<file path="config.mk">
export PLATFORM = sky130hd
export DESIGN_NAME = motor_pwm_driver
export DESIGN_NICKNAME = d
export VERILOG_FILES = /design/src/rtl/motor_pkg.sv /design/src/rtl/pwm_timebase.sv /design/src/rtl/motor_pwm_driver.sv
export SDC_FILE = /design/constraint.sdc
export NUM_CORES = 1
export LEC_CHECK = 0
export BUFFER_PORTS_ARGS = -buffer_cell sky130_fd_sc_hd__buf_4
export CORE_MARGIN = 2
export CORE_UTILIZATION = 45
export CTS_BUF_LIST = sky130_fd_sc_hd__clkbuf_8
export DETAILED_ROUTE_END_ITERATION = 16
export SLEW_MARGIN = 20
export SYNTH_ARGS = -nofsm -noshare
export SYNTH_HDL_FRONTEND = slang
export SYNTH_HIERARCHICAL = 1
export SYNTH_SLANG_ARGS = --single-unit
</file>
<file path="constraint.sdc">
create_clock -name clk -period 3.9 [get_ports clk]
set_clock_uncertainty 0.05 [all_clocks]
set_input_delay 0.195 -clock clk [delete_from_list [all_inputs] [get_ports clk]]
set_output_delay 0.195 -clock clk [all_outputs]
set_load 0.05 [all_outputs]
</file>
<file path="src/rtl/motor_pkg.sv">
// motor_pkg: shared speed-word width default and motor driver FSM state type
package motor_pkg;
  localparam int MOTOR_WIDTH_DEFAULT = 8;
  typedef enum logic [1:0] {S_IDLE, S_CAPTURE, S_HOLD} pwm_drv_state_t;
endpackage

</file>
<file path="src/rtl/pwm_timebase.sv">
// pwm_timebase: prescaler plus PWM tick counter; ports clk, reset -> tick (current tick), boundary (last clk of a period)
module pwm_timebase #(
  parameter int MOTOR_WIDTH = 8,
  parameter int PRESCALE = 4
) (
  input  logic                   clk,
  input  logic                   reset,
  output logic [MOTOR_WIDTH-1:0] tick,
  output logic                   boundary
);
  localparam int PW = PRESCALE > 1 ? $clog2(PRESCALE) : 1;
  logic [PW-1:0] pre;
  logic wrap;
  assign wrap = pre == PW'(PRESCALE - 1);
  assign boundary = wrap && &tick;
  always_ff @(posedge clk or posedge reset) begin
    if (reset) begin
      pre  <= '0;
      tick <= '0;
    end else begin
      pre <= wrap ? '0 : pre + 1'b1;
      if (wrap) tick <= tick + 1'b1;
    end
  end
endmodule

</file>
<file path="src/rtl/motor_pwm_driver.sv">
// motor_pwm_driver: pops paired L/R speeds from FIFOs (i_*_motor, i_*_empty -> o_*_rd_en), applies them at period boundaries to o_left_pwm/o_right_pwm, o_timeout when commands stop
module motor_pwm_driver
  import motor_pkg::*;
#(
  parameter int MOTOR_WIDTH = MOTOR_WIDTH_DEFAULT,
  parameter int PRESCALE = 4,
  parameter int WATCHDOG_PERIODS = 16
) (
  input  logic                   clk,
  input  logic                   reset,
  input  logic [MOTOR_WIDTH-1:0] i_left_motor,
  input  logic                   i_left_empty,
  output logic                   o_left_rd_en,
  input  logic [MOTOR_WIDTH-1:0] i_right_motor,
  input  logic                   i_right_empty,
  output logic                   o_right_rd_en,
  output logic                   o_left_pwm,
  output logic                   o_right_pwm,
  output logic                   o_timeout
);
  localparam int WW = $clog2(WATCHDOG_PERIODS + 1);
  pwm_drv_state_t state, state_nxt;
  logic [MOTOR_WIDTH-1:0] tick, pend_l, pend_r, act_l, act_r;
  logic boundary, pend_v, both_ready, wd_hit, pop;
  logic [WW-1:0] wd;
  assign both_ready = !i_left_empty && !i_right_empty;
  assign wd_hit = wd >= WW'(WATCHDOG_PERIODS - 1);
  pwm_timebase #(.MOTOR_WIDTH(MOTOR_WIDTH), .PRESCALE(PRESCALE)) u_timebase (
    .clk(clk),
    .reset(reset),
    .tick(tick),
    .boundary(boundary)
  );
  always_ff @(posedge clk or posedge reset) begin
    if (reset) state <= S_IDLE;
    else state <= state_nxt;
  end
  always_comb begin
    state_nxt = state == S_IDLE    ? (both_ready ? S_CAPTURE : S_IDLE) :
                state == S_CAPTURE ? S_HOLD :
                pend_v             ? S_HOLD : S_IDLE;
  end
  // Pop is combinational so read data lands in S_CAPTURE; masked while reset is held so no pop escapes.
  always_comb begin
    pop = state == S_IDLE && both_ready && !reset;
    o_left_rd_en = pop;
    o_right_rd_en = pop;
  end
  always_ff @(posedge clk or posedge reset) begin
    if (reset) begin
      o_left_pwm  <= 1'b0;
      o_right_pwm <= 1'b0;
      o_timeout   <= 1'b0;
      act_l       <= '0;
      act_r       <= '0;
      pend_l      <= '0;
      pend_r      <= '0;
      pend_v      <= 1'b0;
      wd          <= '0;
    end else begin
      o_left_pwm  <= tick < act_l;
      o_right_pwm <= tick < act_r;
      if (boundary) begin
        if (pend_v) begin
          act_l     <= pend_l;
          act_r     <= pend_r;
          pend_v    <= 1'b0;
          wd        <= '0;
          o_timeout <= 1'b0;
        end else begin
          wd <= wd_hit ? WW'(WATCHDOG_PERIODS) : wd + 1'b1;
          if (wd_hit) begin
            act_l     <= '0;
            act_r     <= '0;
            o_timeout <= 1'b1;
          end
        end
      end
      // A capture coinciding with a boundary sets pend_v after the boundary looked at it, so it waits a period.
      if (state == S_CAPTURE) begin
        pend_l <= i_left_motor;
        pend_r <= i_right_motor;
        pend_v <= 1'b1;
      end
    end
  end
endmodule

</file>
==> impl_metrics.yaml <==
cells_and_area:
  diodes: 0
  final_core_util_pct: 54.5
  fillers: 470
  area_growth_pct: 14.8
  drive_gt1_share_pct: 23.7
  nets: 266
  ff_latch_area_um2: 1330
  multi_input_area_um2: 1010
pwr:
  max-vdd-ir-drop_mv: 0.284
  powerDensity_nw_per_um2: 434
  p_leak_uw: 0.00132
worst_setup_path:
  required_ns: 4.09
  crit_arrival_ns: 2.49
  crit_type: "reg -> reg"
  startpoint_type: "flop"
  regToRegSetupSlack_ns: 1.60
  worstSetupEndpointType: "flop"
  worstPathMaxFanout: 17
floorplan:
  die_h_um: 78.1
  start_util_pct: 47.5
  pin_count: 25
  dieArea_um2: 6100
  die_x_um: 78.1
  coreArea_um2: 5200
  rows: 26
clock_network:
  cts_setup_buffers: 0
  clockBufferDepth: 2
  insertion_delay_ns: 0.31
  cts_buffers: 5
  cts_tree: "yes"
  cts_root_buf: "clkbuf_8"
  cts_resized: 0
  cts_num_sinks: 53
  ctsHtreeMaxLevel: 2
  cts_hold_buf: 3
  clk_pin_slew_worst_paths_ns: 0.10
routing:
  first_pass_iters: 4
  drc_errors: 0
  route.met3.wl_um: 109
  wl_um: 4330
  vias: 1562
  wl_met1_um: 2040
  avgViaCountPerCell: 5.24
  met2WireLength_um: 2130
  routedWlPerCell_um: 14.5
  drt_iter0_drc: 48
  top_layer_used: "met4"
  antenna_left: 0
placed_design:
  gp_congestion: 0.814
  portBuffers: 24
  dp_hpwl_um: 3240
global_routing:
  grt_max_degree: 45
  antenna_found_initial: 0
  grt.total_usage_pct: 15.7
  grt_pass1_wl_um: 7560
  grt_pass1_vias: 1562
  grt_overflow_total: 0
sta:
  slew_violations: 0
  hold_violations: 0
  clock.fmax_mhz: 435
  setup_viol: 0
  finalCritPeriodShare_pct: 58.9
  finalSetupTns_ns: 0
  slew-limit-headroom_pct: 60.4
  worst-slew-pin-transition_ns: 0.593
  rsz0062_at_grt: "false"
  timing.final.crit_period_ns: 2.30
logic_synthesis:
  synth_fp_nets: 238
  synthCells: 200
  yosysSeqAreaShare_pct: 53.7
  avgSynthCellArea_um2: 12.3
  netlist_area_um2: 2470
  ys_ff_latch: 53
  ys_warn_count: 6
  post_synth_num_cell_types: 35
hold_path:
  hold_path.class: "in -> reg"
status:
  status: "finished clean"
flow_run:
  drv_cap: 0
[worst max-delay path: stages, from the launching register on]
cell and delay, ns:
dfrtp_1 0.36, ha_1 0.33, nand3_1 0.11, nor2_1 0.20, and3_1 0.39, and2_1 0.57, a22o_1 0.23
[cell type report]
class / count / area share, %
sequential: 53 / 46.8
multi-input combinational: 117 / 35.5
timing repair buffer: 29 / 7.94
tap: 70 / 3.09
inverter: 22 / 2.91
clock buffer: 5 / 2.43
clock inverter: 2 / 1.37
[cell usage after synthesis, drive strengths merged]
| master | n | area, um^2 |
|---|---|---|
| a31oi | 3 | 18.8 |
| a21oi | 6 | 30.0 |
| nor2b | 1 | 6.26 |
| and3 | 2 | 13.8 |
| a311oi | 1 | 8.76 |
| nor4 | 1 | 6.26 |
| nor2 | 7 | 26.3 |
| o2bb2ai | 1 | 8.76 |
| a21o | 3 | 30.0 |
| a2bb2oi | 1 | 8.76 |
| nand4b | 1 | 8.76 |
| a2111o | 2 | 22.5 |
| a22o | 16 | 140 |
| nand2b | 4 | 25.0 |
| o21ai | 6 | 30.0 |
| and2 | 2 | 12.5 |
| mux2 | 17 | 191 |
| nand3 | 3 | 15.0 |
| xor2 | 3 | 26.3 |
| ha | 18 | 225 |
| nor3 | 2 | 26.3 |
| nand4 | 3 | 48.8 |
| xnor2 | 4 | 35.0 |
| inv | 22 | 82.6 |
| nand2 | 9 | 33.8 |
| buf | 8 | 53.8 |
| dfrtp | 53 | 1330 |
| a41oi | 1 | 8.76 |
[placed cells by master (no fill, tap or decap), types with 5 or more instances in the layout]
| cell type | n |
|---|---|
| dfrtp_1 | 53 |
| nor2_1 | 7 |
| o21ai_0 | 6 |
| inv_1 | 22 |
| buf_4 | 26 |
| a22o_1 | 16 |
| ha_1 | 18 |
| a21oi_1 | 6 |
| clkbuf_8 | 5 |
| nand2_1 | 9 |
| mux2_2 | 15 |
[power by group]
part           internal [uW]  switching [uW]
Sequential               643            58.3
Combinational            100            60.5
Clock                    190             178
Total                    933             297
[sequential cells by signal, summed over array words and instances (netlist names)]
name and flops:
o_timeout 1, u_timebase/pre 2, wd 5, act_r 8, pend_r 8, u_timebase/tick 8, o_right_pwm 1, pend_v 1
o_left_pwm 1, act_l 8, pend_l 8, state 2
[metrics by stage]
| stage | instances | hold WS, ns | power [uW] | area, um^2 | setup WS [ns] |
|---|---|---|---|---|---|
| 6_report | 298 | 0.0483 | 1230 | 2840 | 1.60 |
| 4_1_cts | 298 | 0.0494 | 1250 | 2840 | 1.58 |
| 3_3_place_gp | 288 | 0.148 | 857 | 2700 | 1.72 |
| 3_5_place_dp | 288 | 0.163 | 875 | 2700 | 1.63 |
| 2_1_floorplan | 200 | -0.0148 | 816 | 2470 | 1.68 |
| 5_1_grt | 298 | 0.0387 | 1300 | 2840 | 1.33 |
[cells by family after synthesis]
| kind of cell | Yosys count | share of synthesized area (%) |
|---|---|---|
| multiplexers | 17 | 7.75 |
| AO/OA/AOI/OAI | 40 | 12.4 |
| buffers and inverters | 30 | 5.52 |
| flip-flops | 53 | 53.7 |
| AND/OR/NAND/NOR | 35 | 9.02 |
| XOR/XNOR | 7 | 2.48 |
| adder cells (fa/ha/maj) | 18 | 9.12 |
[worst paths after layout]
| check | start | to | cells after the start |
|---|---|---|---|
| hold / removal | i_right_motor[4] | pend_r[4] | 2 |
| hold reg to reg | u_timebase/pre[0] | u_timebase/pre[0] | 1 |
| setup / recovery | u_timebase/pre[0] | act_l[5] | 6 |
| min in group asynchronous | reset | u_timebase/tick[5] | 3 |
| max in group asynchronous | reset | wd[4] | 4 |
| setup reg to reg | u_timebase/pre[0] | act_l[5] | 6 |
[per-layer routing]
metal	vias to the layer above	track usage, %
met5	-	0
li1	756	-
met4	0	4.21
met3	5	3.45
met1	782	20.3
met2	19	26.6
Note: power is estimated with default switching activity, not from simulation.
